==> src/rtl/updown_timer_gen.sv <==
// Multi-digit up/down tick timer with prescaler, clamped load, terminal-count pulse and 7-seg decode.
// Optional build macro UPDOWN_TIMER_SATURATE_EN: saturate at the boundary instead of wrapping.
module updown_timer_gen #(
    parameter int CLK_HZ    = 50000000,
    parameter int TICK_HZ   = 1000,
    parameter int DIGITS    = 5,
    parameter int DIGIT_MOD = 10
) (
    input  logic                  clk,
    input  logic                  rst,
    input  logic                  en,
    input  logic                  up,
    input  logic                  load,
    input  logic [4*DIGITS-1:0]   load_val,
    output logic [4*DIGITS-1:0]   count_o,
    output logic [7*DIGITS-1:0]   seg_o,
    output logic                  tick_o,
    output logic                  tc_o
);

    localparam int DIV = CLK_HZ / TICK_HZ;
    localparam int PW  = (DIV > 1) ? $clog2(DIV) : 1;
    localparam logic [PW-1:0]       PMAX    = PW'(DIV - 1);
    localparam logic [3:0]          DMAX    = 4'(DIGIT_MOD - 1);
    localparam logic [4*DIGITS-1:0] ALL_MAX = {DIGITS{DMAX}};

    logic [PW-1:0]       presc;
    logic [4*DIGITS-1:0] cnt;
    logic [4*DIGITS-1:0] stepped;
    logic [4*DIGITS-1:0] next_cnt;
    logic [4*DIGITS-1:0] clamped;
    logic                carry;
    logic                wrap;
    logic                at_bound;
    logic                step_tc;

    function automatic logic [6:0] seg7(input logic [3:0] v);
        logic [6:0] s;
        case (v)
            4'h0: s = 7'b1000000;
            4'h1: s = 7'b1111001;
            4'h2: s = 7'b0100100;
            4'h3: s = 7'b0110000;
            4'h4: s = 7'b0011001;
            4'h5: s = 7'b0010010;
            4'h6: s = 7'b0000010;
            4'h7: s = 7'b1111000;
            4'h8: s = 7'b0000000;
            4'h9: s = 7'b0010000;
            4'hA: s = 7'b0001000;
            4'hB: s = 7'b0000011;
            4'hC: s = 7'b1000110;
            4'hD: s = 7'b0100001;
            4'hE: s = 7'b0000110;
            default: s = 7'b0001110;
        endcase
        return s;
    endfunction

    // Ripple carry/borrow through the digit chain, least significant first.
    always_comb begin
        stepped = cnt;
        carry   = 1'b1;
        for (int i = 0; i < DIGITS; i++) begin
            if (carry) begin
                if (up) begin
                    if (cnt[4*i +: 4] == DMAX) begin
                        stepped[4*i +: 4] = 4'd0;
                    end else begin
                        stepped[4*i +: 4] = cnt[4*i +: 4] + 4'd1;
                        carry = 1'b0;
                    end
                end else begin
                    if (cnt[4*i +: 4] == 4'd0) begin
                        stepped[4*i +: 4] = DMAX;
                    end else begin
                        stepped[4*i +: 4] = cnt[4*i +: 4] - 4'd1;
                        carry = 1'b0;
                    end
                end
            end
        end
    end

    always_comb begin
        wrap     = (presc == PMAX);
        at_bound = up ? (cnt == ALL_MAX) : (cnt == '0);
`ifdef UPDOWN_TIMER_SATURATE_EN
        next_cnt = at_bound ? cnt : stepped;
        step_tc  = !at_bound && (up ? (stepped == ALL_MAX) : (stepped == '0));
`else
        next_cnt = stepped;
        step_tc  = at_bound;
`endif
    end

    always_comb begin
        clamped = load_val;
        for (int i = 0; i < DIGITS; i++) begin
            if (load_val[4*i +: 4] > DMAX) clamped[4*i +: 4] = DMAX;
        end
    end

    always_ff @(posedge clk) begin
        if (rst) begin
            presc  <= '0;
            cnt    <= '0;
            tick_o <= 1'b0;
            tc_o   <= 1'b0;
        end else if (load) begin
            presc  <= '0;
            cnt    <= clamped;
            tick_o <= 1'b0;
            tc_o   <= 1'b0;
        end else if (en) begin
            if (wrap) begin
                presc  <= '0;
                cnt    <= next_cnt;
                tick_o <= 1'b1;
                tc_o   <= step_tc;
            end else begin
                presc  <= presc + PW'(1);
                tick_o <= 1'b0;
                tc_o   <= 1'b0;
            end
        end else begin
            tick_o <= 1'b0;
            tc_o   <= 1'b0;
        end
    end

    assign count_o = cnt;

    always_comb begin
        seg_o = '0;
        for (int i = 0; i < DIGITS; i++) begin
            seg_o[7*i +: 7] = seg7(cnt[4*i +: 4]);
        end
    end

endmodule

==> config.mk <==
export PLATFORM = sky130hd
export DESIGN_NAME = updown_timer_gen
export DESIGN_NICKNAME = d
export VERILOG_FILES = /design/src/rtl/updown_timer_gen.sv
export SDC_FILE = /design/constraint.sdc
export NUM_CORES = 1
export LEC_CHECK = 0
export CORE_ASPECT_RATIO = 0.75
export CORE_MARGIN = 5
export CORE_UTILIZATION = 49
export CTS_CLUSTER_SIZE = 25
export DETAILED_ROUTE_END_ITERATION = 6
export DONT_BUFFER_PORTS = 1
export HOLD_SLACK_MARGIN = 0.12
export PLACE_DENSITY = 0.65
export SYNTH_ARGS = -nofsm -noshare
export SYNTH_HDL_FRONTEND = slang
export SYNTH_SLANG_ARGS = --single-unit
==> constraint.sdc <==
create_clock -name clk -period 5 [get_ports clk]
set_input_delay 1.25 -clock clk [delete_from_list [all_inputs] [get_ports clk]]
set_output_delay 1.25 -clock clk [all_outputs]
set_load 0.005 [all_outputs]
* Yosys cells after proc, flatten, opt, wreduce, memory -nomap -nowiden
Memory sizes are Yosys's and may differ from the RTL's. A register that Yosys moved wholly into a read port is not among the register bits. Index checks and enable logic that the tools add are counted.
Operators by class: bitwise logic cells 2, magnitude comparators 5, $add $sub $neg 11, muxes and demuxes 55, reduce and logical (&&, ||, !) cells 20, equal/unequal tests 7
Operators with widths (count):
- 4-bit 2-to-1 mux | 34
- 20-bit 2-to-1 mux | 3
- 4-bit by 1-bit adder with 4-bit output, second input constant | 5
- 20-bit == test, second input constant | 1
- 4-bit == test, second input constant | 5
- 4-bit greater-than comparator, second input constant | 5
- 20-bit zero test | 1
- 4-bit zero test | 5
- 4-bit by 1-bit subtractor with 4-bit output, second input constant | 5
- 1-bit 2-to-1 mux | 17
- 16-bit by 1-bit adder with 16-bit output, second input constant | 1
- 16-bit == test, second input constant | 1
- 16-bit 2-to-1 mux | 1
- 3-bit AND reduction | 4
- 2-bit nonzero test | 6
- 4-bit OR reduction | 1
- 3-bit OR reduction | 1
- 1-bit NOT | 2
- 2-bit AND reduction | 1
- 2-bit OR reduction | 1
Word-level totals: ROM bits 560, memories 5, bits in registers 38, input bits 25
Memory list:
- (name not given) | depth 16, bits a word 7, rd ports 1, clocked after memory_dff 1, wr ports 0, line 39 | case (v)
- (name not given) | depth 16, bits a word 7, rd ports 1, clocked after memory_dff 1, wr ports 0, line 39
- (name not given) | depth 16, bits a word 7, rd ports 1, clocked after memory_dff 1, wr ports 0, line 39
- (name not given) | depth 16, bits a word 7, rd ports 1, clocked after memory_dff 1, wr ports 0, line 39
- (name not given) | depth 16, bits a word 7, rd ports 1, clocked after memory_dff 1, wr ports 0, line 39

* Longest topological paths before layout
depth after elaboration 12, gate-level depth with buffers 14, mapped depth without buffers 13

* Worst setup path before layout
OpenSTA, ideal clock, no wires.
path kind input-to-reg, start point input up, end point register, netlist name seg_o[31], path buffers 1, data required time 4.866 ns, data arrival time 3.631 ns, cell stages on the path 10, path slack 1.235 ns, path through buf_2 -> or3_1 -> a2bb2oi_1 -> o2111a_1 -> a21oi_1 -> a311o_1 -> a21oi_2 -> inv_1 -> ha_1 -> mux4_2
Between the ends: longest elaborated chain between the ends 8
Ends and longest elaborated chain:
- start: declaration | line 12 | input logic up,
- 1-bit 2-to-1 mux | line 66 | if (up) begin
- 1-bit 2-to-1 mux (3 in series) | line 65 | if (carry) begin
- 2-bit nonzero test (no line)
- 3-bit AND reduction (no line)
- 4-bit 2-to-1 mux (no line) (*) (2 in series)
Mark *: on every way between the ends. The rest lies on a longest branch, timed or not. The select of a mux whose other input is x is not followed. A chain may end at the register's enable or synchronous reset.

* Worst setup path after layout
start point input en, end point register, netlist name seg_o[31]
Between the ends: longest elaborated chain between the ends 4
Ends and longest elaborated chain:
- start: declaration | line 11 | input logic en,
- 2-bit nonzero test (no line)
- 3-bit AND reduction (no line)
- 4-bit 2-to-1 mux (no line) (2 in series)
Every way passes these cells.

==> impl_metrics.env <==
export IMPL_synth_top_area_cell="dfxtp_1"
export IMPL_fin_crit_sh=0.7541
export IMPL_maxSlewHeadroom=0.5386
export IMPL_pwr_share_comb=0.136
export IMPL_clock_latency_ps=340
export IMPL_track_usage=0.1863
export IMPL_yosysSeqAreaShare=0.3022
export IMPL_tightest_slew_ps=685.8
export IMPL_critPathLaunchType="primary input"
export IMPL_slowest_stage="and4_1"
export IMPL_synth_edf_count=0
export IMPL_grt_pass1_vias=3711
export IMPL_synth_compound_area_frac=0.2093
export IMPL_placed_area_um2=4823
export IMPL_drive_gt1_frac=0.08807
export IMPL_vdd_drop_max_v=0.0001614
export IMPL_drc=0
export IMPL_arrival_ps=3980
export IMPL_dp_hpwl_um=8020
export IMPL_grt_antenna_before_repair=0
export IMPL_synth_fa_ha_area_frac=0.08279
export IMPL_first_pass_iters=5
export IMPL_setup_viol=0
export IMPL_rsz0062_at_grt="no"
export IMPL_min_path_type="flip-flop to flip-flop"
export IMPL_cts_buffers=9
export IMPL_async_flop_share=0
export IMPL_power_frac_seq=0.410
export IMPL_htreeDepth=3
export IMPL_cts_resized=0
export IMPL_grt_pass1_wl_um=18400
export IMPL_synthCells=564
export IMPL_leakagePower_nw=1.977
export IMPL_slew_violations=0
export IMPL_path_cells="and4_1, and4_1, o2111a_1, a21oi_1, a311o_1, a21oi_2, inv_1, ha_1, mux4_2"
export IMPL_fill_cells=897
export IMPL_grt_overflow=0
export IMPL_postCtsHoldBufs=0
export IMPL_synthMuxAreaShare=0.05977
export IMPL_setup_tns_ps=0
export IMPL_clock_tree_buffer_depth=2
export IMPL_die_area_um2=11980
export IMPL_pre_cts_ws_ps=889.7
export IMPL_max_cap_viol_count=0
export IMPL_yosysMostFrequentCell="dfxtp_1"
export IMPL_synthFlopType="dfxtp_1"
export IMPL_die_h_um=96.04
export IMPL_cts_tree="yes"
export IMPL_skew_ps=7.196
export IMPL_period_needed_ps=3771
export IMPL_final_nets=597
export IMPL_critPathMaxStageDelay_ps=480
export IMPL_hold_violations=0
export IMPL_portBuffers=0
export IMPL_drt_wirelength_per_cell_um=16.54
export IMPL_yosys_area_share_simple=0.2352
export IMPL_initialDrtViolationCount=321
export IMPL_synth_top_family_by_area="simple AND/OR/NAND/NOR gates"
export IMPL_row_count=31
export IMPL_synth_avg_cell_area_um2=8.574
export IMPL_sw_frac_of_total=0.2565
export IMPL_grt_max_degree=50
export IMPL_setup_ws_ps=1229
export IMPL_via_per_inst=5.869
export IMPL_yosys_top_cells_area="dfxtp_1, ha_1, mux2i_1, a21oi_1, nor2_1"
export IMPL_final_antenna_net_count=0
export IMPL_vias=3973
export IMPL_synth_nets=621
export IMPL_switchingPower_mw=0.4176
export IMPL_synth_top_cell_area_share=0.3022
export IMPL_clock_fmax_mhz=265.2
export IMPL_coreArea_um2=9658
export IMPL_io_pins=82
export IMPL_place_gp_congestion=0.8582
export IMPL_yosysUniqueCellTypes=86
export IMPL_design_area_um2=5166
export IMPL_synth_warnings=0
export IMPL_numClockSinks=73
export IMPL_synth_xor_area_frac=0.04528
export IMPL_outcome="complete, no violations"
export IMPL_p_int_mw=1.210
export IMPL_ys_ff_latch=73
export IMPL_cts_setup_buffers=0
export IMPL_critical_path_class="primary input to flip-flop"
export IMPL_pwr_density_cell_nw_per_um2=315.1
export IMPL_clkTransAtPathRegs_ps=60
export IMPL_die_w_um=124.7
export IMPL_crit_top_cell="and4_1"
export IMPL_synth_commonest_cells="dfxtp_1, nor2_1, inv_1"
export IMPL_cts_root_buf="clkbuf_16"
export IMPL_crit_path_max_fanout=11
export IMPL_syn_area_um2=4836
export IMPL_wl_um=11200
export IMPL_initial_core_util=0.5007
export IMPL_area_delta_synth_final_pct=6.830
export IMPL_worstSetupEndpointType="flip-flop"
export IMPL_p_clk_frac=0.455
export IMPL_worstPathRequired_ps=5210
export IMPL_antenna_cells=0
## registers in the layout, summed over array words and instances (netlist names)
register,cells
presc,16
tick_o,1
count_o,20
seg_o,35
tc_o,1
## power by group through the flow
stage | sequential [mW] | clock (mW) | combinational [mW]
global route | 0.672 | 0.786 | 0.247
finish | 0.667 | 0.740 | 0.221
global placement | 0.680 | 0 | 0.214
floorplan | 0.657 | 0 | 0.211
detailed placement | 0.680 | 0 | 0.218
CTS | 0.668 | 0.762 | 0.221
## cells by family after synthesis
group | Yosys count
buffers and inverters | 72
flip-flops | 73
AND/OR/NAND/NOR | 199
multiplexers | 26
adder cells (fa/ha/maj) | 32
XOR/XNOR | 25
AO/OA/AOI/OAI | 137
## through the flow
| stage | instances | hold WS (ps) | utilization | power [mW] |
|---|---|---|---|---|
| after floorplan | 564 | 472.5 | - | 0.8686 |
| after global routing | 677 | 567.3 | 0.5349 | 1.706 |
| after global placement | 661 | 496.5 | 0.4994 | 0.8937 |
| after CTS | 677 | 527.5 | 0.5349 | 1.650 |
| after detailed placement | 661 | 513.0 | 0.4994 | 0.8985 |
| final | 677 | 524.4 | 0.5349 | 1.628 |
## path summary, 6_finish.rpt
check | endpoint | cells past startpoint | slack, ps | from
min reg2reg | presc[10]$_SDFFE_PP0P_ | 2 | 520 | presc[10]$_SDFFE_PP0P_
max reg2reg | seg_o[31]$_DFF_P_ | 11 | 1540 | count_o[12]$_SDFFE_PP0N_
min | presc[10]$_SDFFE_PP0P_ | 2 | 520 | presc[10]$_SDFFE_PP0P_
max | seg_o[31]$_DFF_P_ | 9 | 1230 | en
## cells in the final DEF (no fill, tap or decap), types with 5 or more instances in the layout
master and n:
a21oi_1 30, and3_1 7, clkbuf_16 9, dfxtp_1 73, ha_1 32, inv_1 36, mux2i_1 21, nand2_1 35
nand2b_1 13, nand3_1 28, nand3b_1 11, nor2_1 40, nor3_1 12, nor3b_1 5, nor4_1 6, o211ai_1 5
o21ai_0 22, o22ai_1 11, o31a_1 5, or2_1 5, xnor2_1 12, xor2_1 13
## per-layer routing
metal	track usage	vias to the layer above	part of all wire
met5	0	-	0
met4	0.06934	0	0.014
met3	0.06545	12	0.081
met2	0.2851	129	0.43
met1	0.2438	1842	0.48
li1	-	1990	-
## cell type report
type | instances | area (µm²) | area share
inverters | 37 | 138.9 | 0.02688
well taps | 132 | 165.2 | 0.03197
clock inverters | 7 | 117.6 | 0.02277
flip-flops and latches | 73 | 1461 | 0.2829
multi-input cells | 419 | 3058 | 0.5919
clock buffers | 9 | 225.2 | 0.04359
## worst max-delay path: cells and delay by family
family / cells / cell delay, ps
AO/OA/AOI/OAI: 4 / 1120
adder cells (fa/ha/maj): 1 / 270
buffers and inverters: 1 / 130
multiplexers: 1 / 450
AND/OR/NAND/NOR: 2 / 760
Power figures use the tool's default switching activity.
